File: src/rtl/mc_control_if.sv
// Control bus between the multi-cycle MIPS main control unit and its datapath.
// The controller samples opcode/zero and drives every write enable and mux select.
interface mc_control_if;
    logic [5:0] opcode;
    logic       zero;
    logic       pc_we;
    logic [1:0] pc_src;
    logic       iord;
    logic       mem_we;
    logic       ir_we;
    logic       reg_dst;
    logic       mem_to_reg;
    logic       reg_we;
    logic       alu_src_a;
    logic [1:0] alu_src_b;
    logic [1:0] alu_op;
    logic       instr_done;
    logic       illegal;
    logic [3:0] state;

    modport master (
        input  opcode, zero,
        output pc_we, pc_src, iord, mem_we, ir_we, reg_dst, mem_to_reg, reg_we,
               alu_src_a, alu_src_b, alu_op, instr_done, illegal, state
    );

    modport slave (
        output opcode, zero,
        input  pc_we, pc_src, iord, mem_we, ir_we, reg_dst, mem_to_reg, reg_we,
               alu_src_a, alu_src_b, alu_op, instr_done, illegal, state
    );
endinterface

File: src/rtl/mc_control.sv
// Multi-cycle MIPS main control FSM: fetch/decode/execute/memory/write-back sequencing.
// Control outputs are registered from the next state; only BEQ's pc_we and illegal look at live inputs.
module mc_control #(
    parameter logic [5:0] OP_RTYPE = 6'b000000,
    parameter logic [5:0] OP_LW    = 6'b100011,
    parameter logic [5:0] OP_SW    = 6'b101011,
    parameter logic [5:0] OP_BEQ   = 6'b000100,
    parameter logic [5:0] OP_ADDI  = 6'b001000,
    parameter logic [5:0] OP_J     = 6'b000010
) (
    input  logic          clk,
    input  logic          rst_n,
    mc_control_if.master  bus
);

    typedef enum logic [3:0] {
        RST      = 4'd0,
        FETCH    = 4'd1,
        DECODE   = 4'd2,
        MEMADR   = 4'd3,
        MEMRD    = 4'd4,
        MEMWB    = 4'd5,
        MEMWR    = 4'd6,
        RTYPE_EX = 4'd7,
        RTYPE_WB = 4'd8,
        BEQ_EX   = 4'd9,
        J_EX     = 4'd10,
        ADDI_EX  = 4'd11,
        ADDI_WB  = 4'd12
    } state_t;

    typedef struct packed {
        logic       pc_we;
        logic [1:0] pc_src;
        logic       iord;
        logic       mem_we;
        logic       ir_we;
        logic       reg_dst;
        logic       mem_to_reg;
        logic       reg_we;
        logic       alu_src_a;
        logic [1:0] alu_src_b;
        logic [1:0] alu_op;
        logic       instr_done;
    } ctrl_t;

    state_t     state_reg;
    state_t     state_next;
    ctrl_t      ctrl_reg;
    logic [5:0] op_reg;
    logic       op_legal;

    always_comb begin
        op_legal = (bus.opcode == OP_RTYPE) || (bus.opcode == OP_LW)  ||
                   (bus.opcode == OP_SW)    || (bus.opcode == OP_BEQ) ||
                   (bus.opcode == OP_ADDI)  || (bus.opcode == OP_J);
    end

    always_comb begin
        state_next = FETCH;
        case (state_reg)
            RST:      state_next = FETCH;
            FETCH:    state_next = DECODE;
            DECODE: begin
                if (bus.opcode == OP_RTYPE)                           state_next = RTYPE_EX;
                else if (bus.opcode == OP_LW || bus.opcode == OP_SW)  state_next = MEMADR;
                else if (bus.opcode == OP_BEQ)                        state_next = BEQ_EX;
                else if (bus.opcode == OP_J)                          state_next = J_EX;
                else if (bus.opcode == OP_ADDI)                       state_next = ADDI_EX;
                else                                                  state_next = FETCH;
            end
            // Only lw/sw reach MEMADR, so the latched opcode picks between them.
            MEMADR:   state_next = (op_reg == OP_LW) ? MEMRD : MEMWR;
            MEMRD:    state_next = MEMWB;
            RTYPE_EX: state_next = RTYPE_WB;
            ADDI_EX:  state_next = ADDI_WB;
            default:  state_next = FETCH;
        endcase
    end

    function automatic ctrl_t ctrl_for(input state_t s);
        ctrl_t c;
        c = '0;
        case (s)
            FETCH:    begin c.ir_we = 1'b1; c.pc_we = 1'b1; c.alu_src_b = 2'd1; end
            DECODE:   c.alu_src_b = 2'd3;
            MEMADR,
            ADDI_EX:  begin c.alu_src_a = 1'b1; c.alu_src_b = 2'd2; end
            MEMRD:    c.iord = 1'b1;
            MEMWR:    begin c.iord = 1'b1; c.mem_we = 1'b1; c.instr_done = 1'b1; end
            MEMWB:    begin c.reg_we = 1'b1; c.mem_to_reg = 1'b1; c.instr_done = 1'b1; end
            RTYPE_EX: begin c.alu_src_a = 1'b1; c.alu_op = 2'd2; end
            RTYPE_WB: begin c.reg_we = 1'b1; c.reg_dst = 1'b1; c.instr_done = 1'b1; end
            ADDI_WB:  begin c.reg_we = 1'b1; c.instr_done = 1'b1; end
            // pc_we for BEQ comes from the live zero flag, not from here.
            BEQ_EX:   begin c.alu_src_a = 1'b1; c.alu_op = 2'd1; c.pc_src = 2'd1;
                            c.instr_done = 1'b1; end
            J_EX:     begin c.pc_we = 1'b1; c.pc_src = 2'd2; c.instr_done = 1'b1; end
            default:  c = '0;
        endcase
        return c;
    endfunction

    always_ff @(posedge clk) begin
        if (!rst_n) begin
            state_reg <= RST;
            ctrl_reg  <= '0;
            op_reg    <= '0;
        end else begin
            state_reg <= state_next;
            ctrl_reg  <= ctrl_for(state_next);
            if (state_reg == DECODE) begin
                op_reg <= bus.opcode;
            end
        end
    end

    assign bus.pc_we      = ctrl_reg.pc_we | ((state_reg == BEQ_EX) & bus.zero);
    assign bus.pc_src     = ctrl_reg.pc_src;
    assign bus.iord       = ctrl_reg.iord;
    assign bus.mem_we     = ctrl_reg.mem_we;
    assign bus.ir_we      = ctrl_reg.ir_we;
    assign bus.reg_dst    = ctrl_reg.reg_dst;
    assign bus.mem_to_reg = ctrl_reg.mem_to_reg;
    assign bus.reg_we     = ctrl_reg.reg_we;
    assign bus.alu_src_a  = ctrl_reg.alu_src_a;
    assign bus.alu_src_b  = ctrl_reg.alu_src_b;
    assign bus.alu_op     = ctrl_reg.alu_op;
    assign bus.instr_done = ctrl_reg.instr_done;
    assign bus.illegal    = (state_reg == DECODE) && !op_legal;
    assign bus.state      = state_reg;

endmodule
File: src/flat_wrapper.sv
// flat-port wrapper written by rule: the top's interface ports become plain ports
module mc_control_flat 
#(
    parameter logic [5:0] OP_RTYPE = 6'b000000,
    parameter logic [5:0] OP_LW    = 6'b100011,
    parameter logic [5:0] OP_SW    = 6'b101011,
    parameter logic [5:0] OP_BEQ   = 6'b000100,
    parameter logic [5:0] OP_ADDI  = 6'b001000,
    parameter logic [5:0] OP_J     = 6'b000010
)
  (clk, rst_n, bus_opcode, bus_zero, bus_pc_we, bus_pc_src, bus_iord, bus_mem_we, bus_ir_we, bus_reg_dst, bus_mem_to_reg, bus_reg_we, bus_alu_src_a, bus_alu_src_b, bus_alu_op, bus_instr_done, bus_illegal, bus_state);
  mc_control_if bus_i ();
  input  logic clk;
  input  logic rst_n;
  input wire logic [$bits(bus_i.opcode)-1:0] bus_opcode;
  input wire logic [$bits(bus_i.zero)-1:0] bus_zero;
  output wire logic [$bits(bus_i.pc_we)-1:0] bus_pc_we;
  output wire logic [$bits(bus_i.pc_src)-1:0] bus_pc_src;
  output wire logic [$bits(bus_i.iord)-1:0] bus_iord;
  output wire logic [$bits(bus_i.mem_we)-1:0] bus_mem_we;
  output wire logic [$bits(bus_i.ir_we)-1:0] bus_ir_we;
  output wire logic [$bits(bus_i.reg_dst)-1:0] bus_reg_dst;
  output wire logic [$bits(bus_i.mem_to_reg)-1:0] bus_mem_to_reg;
  output wire logic [$bits(bus_i.reg_we)-1:0] bus_reg_we;
  output wire logic [$bits(bus_i.alu_src_a)-1:0] bus_alu_src_a;
  output wire logic [$bits(bus_i.alu_src_b)-1:0] bus_alu_src_b;
  output wire logic [$bits(bus_i.alu_op)-1:0] bus_alu_op;
  output wire logic [$bits(bus_i.instr_done)-1:0] bus_instr_done;
  output wire logic [$bits(bus_i.illegal)-1:0] bus_illegal;
  output wire logic [$bits(bus_i.state)-1:0] bus_state;
  assign bus_i.opcode = bus_opcode;
  assign bus_i.zero = bus_zero;
  assign bus_pc_we = bus_i.pc_we;
  assign bus_pc_src = bus_i.pc_src;
  assign bus_iord = bus_i.iord;
  assign bus_mem_we = bus_i.mem_we;
  assign bus_ir_we = bus_i.ir_we;
  assign bus_reg_dst = bus_i.reg_dst;
  assign bus_mem_to_reg = bus_i.mem_to_reg;
  assign bus_reg_we = bus_i.reg_we;
  assign bus_alu_src_a = bus_i.alu_src_a;
  assign bus_alu_src_b = bus_i.alu_src_b;
  assign bus_alu_op = bus_i.alu_op;
  assign bus_instr_done = bus_i.instr_done;
  assign bus_illegal = bus_i.illegal;
  assign bus_state = bus_i.state;
  mc_control #(.OP_RTYPE(OP_RTYPE), .OP_LW(OP_LW), .OP_SW(OP_SW), .OP_BEQ(OP_BEQ), .OP_ADDI(OP_ADDI), .OP_J(OP_J)) u_core (.clk(clk), .rst_n(rst_n), .bus(bus_i));
endmodule
File: config.mk
export PLATFORM = sky130hd
export DESIGN_NAME = mc_control_flat
export DESIGN_NICKNAME = d
export VERILOG_FILES = /design/src/rtl/mc_control_if.sv /design/src/rtl/mc_control.sv /design/src/flat_wrapper.sv
export SDC_FILE = /design/constraint.sdc
export NUM_CORES = 1
export LEC_CHECK = 0
export BUFFER_PORTS_ARGS = -buffer_cell sky130_fd_sc_hd__buf_4
export CAP_MARGIN = 20
export CORE_MARGIN = 2
export CORE_UTILIZATION = 50
export DETAILED_ROUTE_END_ITERATION = 12
export PLACE_DENSITY = 0.81
export SLEW_MARGIN = 20
export SYNTH_ARGS = -nofsm -noshare
export SYNTH_HDL_FRONTEND = slang
export SYNTH_SLANG_ARGS = --single-unit
File: constraint.sdc
create_clock -name clk -period 3.43 [get_ports clk]
set_clock_uncertainty 0.15 [all_clocks]
set_input_delay 0.343 -clock clk [delete_from_list [all_inputs] [get_ports clk]]
set_output_delay 0.343 -clock clk [all_outputs]
set_load 0.02 [all_outputs]
# Word-level counts from Yosys, hierarchy flattened
# Cells that the tools add are included.
totals:
  output_inout_bits: 20
  word_cells: 75
  regBits: 25
classes:
  bitwise: 2
  reduce_logical: 15
  eq_ne: 25
  muxes: 19
ops:
  columns: ["cell", "n"]
  rows:
  - ["4-bit == test, second input constant", 7]
  - ["4-bit by 3-bit == test with 1-bit output, second input constant", 6]
  - ["4-bit one-hot mux with 6 select lines", 1]
  - ["4-bit 2-to-1 mux", 5]
  - ["6-bit == test, second input constant", 3]
  - ["4-bit by 2-bit == test with 1-bit output, second input constant", 4]
  - ["1-bit 2-to-1 mux", 9]
  - ["4-bit by 1-bit == test with 1-bit output, second input constant", 2]
  - ["2-bit one-hot mux with 2 select lines", 2]
  - ["6-bit by 2-bit == test with 1-bit output, second input constant", 1]
  - ["6-bit by 3-bit == test with 1-bit output, second input constant", 1]
  - ["6-bit by 4-bit == test with 1-bit output, second input constant", 1]
  - ["6-bit zero test", 1]
  - ["1-bit logical OR", 6]
  - ["2-bit one-hot mux with 3 select lines", 1]
  - ["2-bit OR reduction", 3]
  - ["6-bit OR reduction", 1]
  - ["4-bit OR reduction", 1]
  - ["3-bit OR reduction", 1]
  - ["2-bit 2-to-1 mux", 1]
  - ["1-bit bitwise AND", 1]
  - ["1-bit logical AND", 1]
  - ["1-bit zero test", 1]
  - ["1-bit bitwise OR", 1]

# Depth between registers and ports, before layout
# Gate-level depths: netlist (run 1).
logic_depth:
  depth_word: 10
  depth_mapped: 7

# Worst setup path before layout (run 1)
# OpenSTA, ideal clock, no wires.
synth_path:
  path_type: "reg-to-reg"
  from: "register u_core.state_reg[1], in the netlist u_core.bus.state[1]"
  to: "register u_core.ctrl_reg[14] in the netlist's numbering"
  t_required_ns: 3.213
  slack_ns: 1.143
  setup_ns: 0.067
  n_path_buf: 2
  arrival_time_ns: 2.070
  path_stages_with_launch: 8
  path_cell_list: "dfxtp_1 buf_2 or4b_1 buf_6 a2111oi_4 a31oi_4 or3_1 a21oi_2"
synth_between:
  elab_chain_cells: 5
synth_rtl:
  columns: ["element", "line", "rtl"]
  rows:
  - ["start: declaration", "mc_control.sv:47", "state_t state_reg;"]
  - ["start signal: assignment", "mc_control.sv:110", "state_reg <= state_next;"]
  - ["4-bit == test (tied with other cells)", "mc_control.sv:61", "case (state_reg)"]
  - ["4-bit one-hot mux with 6 select lines *", "mc_control.sv:61", null]
  - ["4-bit by 1-bit == test with 1-bit output / 4-bit == test (equally long branches)", "mc_control.sv:84", "case (s)"]
  - ["2-bit OR reduction (no source line) *", null, null]
  - ["1-bit 2-to-1 mux *", "mc_control.sv:84", null]
  - ["end signal: assignment", "mc_control.sv:111", "ctrl_reg <= ctrl_for(state_next);"]
  - ["end: declaration", "mc_control.sv:49", "ctrl_t ctrl_reg;"]
# Mark *: on every way between the ends. The rest lies on a longest branch, timed or not.
# A chain may end at the register's enable or synchronous reset.

# Final worst setup path (run 1)
# Same ends and word-level chain as after synthesis.

==> flow_summary.rst, run 1 <==
.. list-table::
   :header-rows: 1

   * - Metric
     - Value
   * - Startpoint-to-endpoint class of the critical path
     - register to register
   * - Flip-flop count of the largest register, all copies and words added
     - 6
   * - Post-layout worst setup margin
     - 994.4 ps
   * - Rel. slew slack
     - a little under three fifths
   * - Highest fanout seen on the critical path
     - 11
   * - Net count, final
     - 145
   * - H-tree lvl count
     - 1
   * - Via count of the first global-routing pass
     - 752
   * - CTS Sinks
     - 24
   * - Category of the worst setup path launch point
     - register
   * - Setup repair after global routing missed its margin
     - no
   * - Pin count of the biggest net entering global routing
     - 13
   * - Height of the die
     - 50.47 um
   * - Leakage
     - 0.5550 nW
   * - TritonCTS clock tree
     - done
   * - Inserted Clock Buffers
     - 3
   * - Drt pass-1 iters
     - 6
   * - Synthesized net count
     - 124
   * - Antenna violations before repair
     - 0
   * - Sum of negative setup slack
     - 0 ps
   * - Required time worst endpoint
     - 3520 ps
   * - Area of the mapped netlist
     - 1080 sq um
   * - Via count of the routed design
     - 864
   * - Total of hold buffers inserted after clock tree synthesis
     - 0
   * - Type of the tightest min-delay check
     - input port to register
   * - Remaining design rule violation count
     - 0
   * - Global placer's final weighted congestion
     - 0.8810
   * - Core box area
     - approximately 2000 sq um
   * - GR Overflow Total
     - 0
   * - Cell area after placement
     - about 1200 sq um
   * - Warnings, synthesis
     - 0
   * - Hold WS
     - 181.7 ps
   * - Fin. Hold Viols
     - 0
   * - GRT Total Usage
     - 17.94%
   * - Post-CTS Resized
     - 0
   * - Buffers on Ports
     - 28
   * - Share of synthesized area occupied by flip-flops and latches
     - 44.50%
   * - Maximum clock rate
     - 0.4106 GHz
   * - Clock slew at the register clock pins of the worst setup and hold paths
     - 120 ps
   * - Average detailed-routed wire length per instance
     - 12.93 um
   * - Setup slack at placement
     - 1059 ps
   * - Die X-Extent
     - 50.47 um
   * - Type of destination of the critical path
     - register
   * - Wire length of the first global-routing pass
     - 3498 um
   * - DRT antenna net count
     - 0
   * - Die area
     - about 2500 sq um
   * - Via count normalized by instance count
     - 5.366
   * - Run status
     - completed
   * - Commonest non-fill, non-tap cell in the layout
     - buf_4
   * - Number of max-cap violations
     - 0
   * - Post-route cell area
     - about 1300 sq um
   * - Root buffer cell
     - clkbuf_4
   * - Count of mapped cells out of synthesis
     - between 100 and 150
   * - Violation count after the first detailed-route iteration
     - 17
   * - Wire length reported by the detailed router
     - 2082 um
   * - Area grow syn2layout
     - 16.92%
   * - Detailed Place HPWL
     - 1558 um
   * - Top library cells by usage in the layout, fill and taps aside
     - 28 x buf_4, 24 x dfxtp_1, 17 x nor2_1, 7 x nor3_1, 6 x mux2i_1
   * - Clock latency on the worst-skew pair
     - 300 ps
   * - Share of final-layout standard cells stronger than drive strength 1
     - 26.12%
   * - Diode insertion count for antenna repair
     - 0
   * - Worst path arrival time
     - 2520 ps
   * - Library cells used by synthesis
     - 40
   * - Starting Density
     - 53.94%
   * - Final worst path period need
     - between 2000 and 2500 ps
   * - Power density of the placed cells
     - 396.6 nW/um^2
   * - Average cell area after synthesis
     - 9.389 sq um
   * - Ratio of final minimum period to clock period
     - a little under three quarters
   * - Final number of setup-violating endpoints
     - 0
   * - Max VDD drop
     - 0.2623 mV
   * - Cell row count
     - 16
   * - Flops & latches, synth
     - 24
   * - Ports
     - 29
   * - Tightest Pin Transition
     - 669.8 ps
   * - Max-slew violations
     - 0
   * - # Post-CTS Setup Buffers
     - 0
   * - Clock Tree Buf Depth
     - 2
stage by stage:
stage          std cells  util, %  power [mW]
6_report             161    63.06      0.5006
5_1_grt              161    63.06      0.5301
4_1_cts              161    63.06      0.5054
3_5_place_dp         158    61.94      0.3912
3_3_place_gp         158    61.94      0.3897
2_1_floorplan        115        -      0.3648
cell families (layout without fill, tap and decap cells):
| group | count (synthesis) | count (layout) | share of synthesized area [%] |
|---|---|---|---|
| xor gates and xnor gates | 2 | 2 | 1.623 |
| adders and majority gates | 1 | 1 | 0.9270 |
| muxes | 6 | 6 | 5.562 |
| buffers and inverters | 15 | 34 | 8.805 |
| DFF | 24 | 24 | 44.50 |
| AOI/OAI and AO/OA | 19 | 19 | 15.64 |
| and+or+nand+nor | 48 | 48 | 22.95 |
routing by layer:
layer / part of all wire [%] / up-vias / global-route usage (%)
met4: 0.19 / 0 / 4.054
met3: 7.5 / 2 / 4.762
met1: 47 / 392 / 26.27
met2: 45 / 31 / 26.32
li1: - / 439 / -
met5: 0 / - / 0
cells in the mapped netlist, drive strengths merged:
cell type	count	area, sq um
dfxtp	24	480.5
nor2	17	63.81
buf	9	72.56
nor3	7	35.03
mux2i	6	60.06
a21oi	5	28.78
nand2	5	18.77
nand3	4	20.02
clkbuf	3	11.26
nand2b	3	18.77
a21o	2	15.01
a31oi	2	27.53
inv	2	7.510
o21a	2	15.01
or3	2	12.51
xor2	2	17.52
a2111oi	1	27.53
a211o	1	8.760
a21boi	1	7.510
a31o	1	8.760
a32oi	1	8.760
and3	1	6.260
and4b	1	10.01
clkinv	1	3.750
maj3	1	10.01
nand4	1	6.260
nand4b	1	8.760
nor2b	1	6.260
nor3b	1	7.510
nor4	1	6.260
nor4bb	1	10.01
o21ai	1	5.000
o31ai	1	7.510
o41ai	1	8.760
or4	1	7.510
or4b	1	10.01
cell type report:
cell class | count | area, sq um
tap | 27 | 33.78
clock buffer | 3 | 22.52
inverter | 3 | 11.26
sequential | 24 | 480.5
fill | 179 | 739.5
timing repair buffer | 28 | 210.2
multi-input combinational | 76 | 504.2
critical path: stages (launching register included):
cell and delay [ps]:
dfxtp_1 540, or4b_1 700, a2111oi_4 330, a31oi_4 120, or3_1 400, a21oi_2 130
report_power, final:
| group | internal, mW | leakage, nW | switching (mW) |
|---|---|---|---|
| clock | 0.0409 | 0.0138 | 0.0745 |
| combinational | 0.0365 | 0.346 | 0.0501 |
| sequential | 0.290 | 0.196 | 0.00829 |
| total | 0.368 | 0.555 | 0.133 |
worst paths after layout:
kind	startpoint	endpoint	slack, ps	cells after the start
max	u_core.bus.state[1]$_SDFF_PN0_	u_core.ctrl_reg[14]$_SDFF_PN0_	990	5
min	bus_opcode[3]	u_core.op_reg[3]$_SDFFE_PN0P_	180	3
max reg2reg	u_core.bus.state[1]$_SDFF_PN0_	u_core.ctrl_reg[14]$_SDFF_PN0_	990	5
min reg2reg	u_core.op_reg[4]$_SDFFE_PN0P_	u_core.op_reg[4]$_SDFFE_PN0P_	370	2
No activity file was read; power rests on OpenSTA's default activity.
==> run 2, diff against run 1 <==
--- a/config.mk
+++ b/config.mk
@@ -8,9 +8,9 @@
 export BUFFER_PORTS_ARGS = -buffer_cell sky130_fd_sc_hd__buf_4
 export CAP_MARGIN = 20
 export CORE_MARGIN = 2
-export CORE_UTILIZATION = 50
+export CORE_UTILIZATION = 45
 export DETAILED_ROUTE_END_ITERATION = 12
-export PLACE_DENSITY = 0.81
+export PLACE_DENSITY = 0.78
 export SLEW_MARGIN = 20
 export SYNTH_ARGS = -nofsm -noshare
 export SYNTH_HDL_FRONTEND = slang
==> constraint.sdc (replaced) <==
create_clock -name clk -period 2.2 [get_ports clk]
set_clock_uncertainty 0.15 [all_clocks]
set_input_delay 0.22 -clock clk [delete_from_list [all_inputs] [get_ports clk]]
set_output_delay 0.22 -clock clk [all_outputs]
set_load 0.02 [all_outputs]
==> run 2 against run 1 <==
Compared with the run above:
- combinational power is 63% higher
- global-route usage is 0.28 points lower
- sequential power is 56% higher
- first-iteration DRC count is 24% higher
- register-to-register slack worse by 850 ps
- routed wire length is 6.8% higher
- worst setup slack worse by 900 ps
- sequential share of layout area is 0.61 points lower
- clock power is 66% higher
- final area is 3.5% higher
- final cell count is 3.7% higher
- non-clock buffer count is 4 higher
==> flow_summary.rst, run 2 (synthesized netlist as in run 1, its figures left out) <==
.. list-table::
   :header-rows: 1

   * - Metric
     - Value
   * - Rel. slew slack
     - 62.62% (+7.5 points)
   * - Final worst path period need
     - 2108 ps
   * - CTS Sinks
     - 24 (unchanged)
   * - Share of final-layout standard cells stronger than drive strength 1
     - 30.22% (+4.1 points)
   * - Root buffer cell
     - clkbuf_4
   * - Run status
     - completed
   * - Core box area
     - 2233 sq um (+12%)
   * - Via count normalized by instance count
     - 5.431 (+1.2%)
   * - Average detailed-routed wire length per instance
     - 13.32 um (+3.0%)
   * - # Post-CTS Setup Buffers
     - 0 (unchanged)
   * - Inserted Clock Buffers
     - 3 (unchanged)
   * - Flip-flop count of the largest register, all copies and words added
     - 6 (unchanged)
   * - Max-slew violations
     - 0 (unchanged)
   * - Via count of the first global-routing pass
     - 778 (+3.5%)
   * - Routed length on met3
     - 166 um (+5.7%)
   * - Required time worst endpoint
     - 1830 ps (-1690 ps)
   * - Sum of negative setup slack
     - 0 ps (unchanged)
   * - Count of cells along the worst register-to-register path
     - 5 (unchanged)
   * - Cell area after placement
     - 1280 sq um (+3.2%)
   * - Worst path arrival time
     - 1740 ps (-780 ps)
   * - Tot Pwr
     - 0.7981 mW (+59%)
   * - Buffers on Ports
     - 28 (unchanged)
   * - Global placer's final weighted congestion
     - 0.8425 (-4.4%)
   * - Via count of the routed design
     - 907 (+5.0%)
   * - Final number of setup-violating endpoints
     - 0 (unchanged)
   * - Max VDD drop
     - 0.4690 mV (+79%)
   * - Diode insertion count for antenna repair
     - 0 (unchanged)
   * - Power density of the placed cells
     - 611.0 nW/um^2 (+54%)
   * - Setup slack, reg-to-reg
     - 140 ps (-850 ps)
   * - Clock latency on the worst-skew pair
     - 310 ps (about the same)
   * - Setup repair after global routing missed its margin
     - no
   * - Wire length reported by the detailed router
     - 2224 um (+6.8%)
   * - Number of max-cap violations
     - 0 (unchanged)
   * - Post-CTS Resized
     - 0 (unchanged)
   * - Type of destination of the critical path
     - output pin
   * - Wire length of the first global-routing pass
     - 3608 um (+3.1%)
   * - Crit Reg-Reg Endpoint
     - u_core.ctrl_reg[14]$_SDFF_PN0_
   * - Maximum clock rate
     - around 0.47 GHz
   * - Drt pass-1 iters
     - 4 (-2)
   * - GR Overflow Total
     - 0 (unchanged)
   * - Leakage
     - 0.5762 nW (+3.8%)
   * - Remaining design rule violation count
     - 0 (unchanged)
   * - Worst-path cell with the longest stage delay
     - or4b_1
   * - Slowest cell delay on critical path
     - 590 ps (-110 ps)
   * - Post-Route Utilization
     - 58.49% (-4.6 points)
   * - RR Startpoint
     - u_core.bus.state[2]$_SDFF_PN0_
   * - Topmost layer with routed signal wires
     - met4
   * - WL met1
     - 1052 um (+6.7%)
   * - Antenna violations before repair
     - 0 (unchanged)
   * - Net count, final
     - 149 (+2.8%)
   * - Commonest non-fill, non-tap cell in the layout
     - buf_4
   * - Startpoint of the lowest-slack hold path
     - rst_n
   * - Endpoint of the worst hold path
     - u_core.bus.reg_we$_SDFF_PN0_
   * - DRT antenna net count
     - 0 (unchanged)
   * - Category of the worst setup path launch point
     - register
   * - Clock Tree Buf Depth
     - 2 (unchanged)
   * - Tightest Pin Transition
     - 560.7 ps (-109.1 ps)
   * - Most used cell along the critical path
     - buf_4
   * - Cell row count
     - 17 (+1)
   * - Height of the die
     - 52.99 um (+5.0%)
   * - Post-route cell area
     - 1306 sq um (+3.5%)
   * - H-tree lvl count
     - 1 (unchanged)
   * - Startpoint-to-endpoint class of the critical path
     - register to output pin
   * - Total of hold buffers inserted after clock tree synthesis
     - 0 (unchanged)
   * - Starting Density
     - 48.35% (-5.6 points)
   * - TritonCTS clock tree
     - done
   * - Top library cells by usage in the layout, fill and taps aside
     - 32 x buf_4, 21 x dfxtp_1, 17 x nor2_1, 7 x nor3_1, 6 x mux2i_1
   * - Type of the tightest min-delay check
     - input port to register
   * - Die X-Extent
     - 52.99 um (+5.0%)
   * - Ratio of final minimum period to clock period
     - a little over nine tenths
   * - Worst-path cell chain
     - or4b_1 -> buf_4 -> nor2_1 -> buf_4
   * - Worst hold path stage count
     - 2 (-1)
   * - Pin count of the biggest net entering global routing
     - 14 (+1)
   * - Clock slew at the register clock pins of the worst setup and hold paths
     - 130 ps (about the same)
   * - Die area
     - 2807 sq um (+10%)
   * - Detailed Place HPWL
     - 1679 um (+7.8%)
   * - Violation count after the first detailed-route iteration
     - 21 (+4)
   * - GRT Total Usage
     - 17.66% (-0.28 points)
   * - Area grow syn2layout
     - 20.97%
   * - Fin. Hold Viols
     - 0 (unchanged)
   * - Routed wire length on met2
     - 983 um (+5.4%)
   * - Ports
     - 29 (unchanged)
   * - Highest fanout seen on the critical path
     - 9 (-2)
-- run 2: changes by cell type in the layout (fill, tap and decap cells not counted) --
cell	delta
buf_4	+4
clkbuf_1	+1
dfxtp_1	-3
dfxtp_2	+1
dfxtp_4	+2
-- run 2: metal layers --
metal  global-route usage, %  up-vias
met1                   23.95      421
li1                        -      450
met5                       0        -
met3                   4.237        5
met4                   5.128        0
met2                   27.71       31
-- run 2: worst max-delay path by stage --
stage | from | end | slack [ps] | depth (start not counted)
after CTS | u_core.bus.state[2]$_SDFF_PN0_ | u_core.ctrl_reg[14]$_SDFF_PN0_ | 60 | 5
after floorplan | u_core.bus.state[0]$_SDFF_PN0_ | u_core.ctrl_reg[14]$_SDFF_PN0_ | 20 | 7
after global routing | u_core.bus.state[2]$_SDFF_PN0_ | bus_illegal | 30 | 4
after global placement | u_core.bus.state[2]$_SDFF_PN0_ | u_core.ctrl_reg[14]$_SDFF_PN0_ | 150 | 5
final | u_core.bus.state[2]$_SDFF_PN0_ | bus_illegal | 90 | 4
after detailed placement | u_core.bus.state[2]$_SDFF_PN0_ | u_core.ctrl_reg[14]$_SDFF_PN0_ | 110 | 5
-- run 2: layout make-up --
cell class	instances	area, sq um
fillers	215	927.1
multi-input cells	76	504.2
flip-flops and latches	24	489.2
repair buffers	32	240.2
well taps	28	35.03
clock buffers	4	26.28
inverters	3	11.26
-- run 2: power breakdown --
| group | total [mW] | internal (mW) | switching, mW |
|---|---|---|---|
| registers | 0.466 | 0.452 | 0.0130 |
| clock network | 0.191 | 0.0707 | 0.120 |
| logic | 0.141 | 0.0607 | 0.0808 |
-- run 2: critical path: cells and delay by family, from the launching register on --
kind,cells,cell delay [ps]
and+or+nand+nor,2,690
buffers and inverters,2,350
DFF,1,380
-- run 2: metrics by stage --
| stage | std cells | setup slack (ps) | hold WS [ps] |
|---|---|---|---|
| 2_1_floorplan | 115 | 16.20 | 210.3 |
| 3_3_place_gp | 163 | 150.4 | 320.2 |
| 3_5_place_dp | 163 | 105.7 | 337.9 |
| 4_1_cts | 167 | 59.34 | 53.42 |
| 5_1_grt | 167 | 27.47 | 59.23 |
| 6_report | 167 | 92.15 | 57.91 |
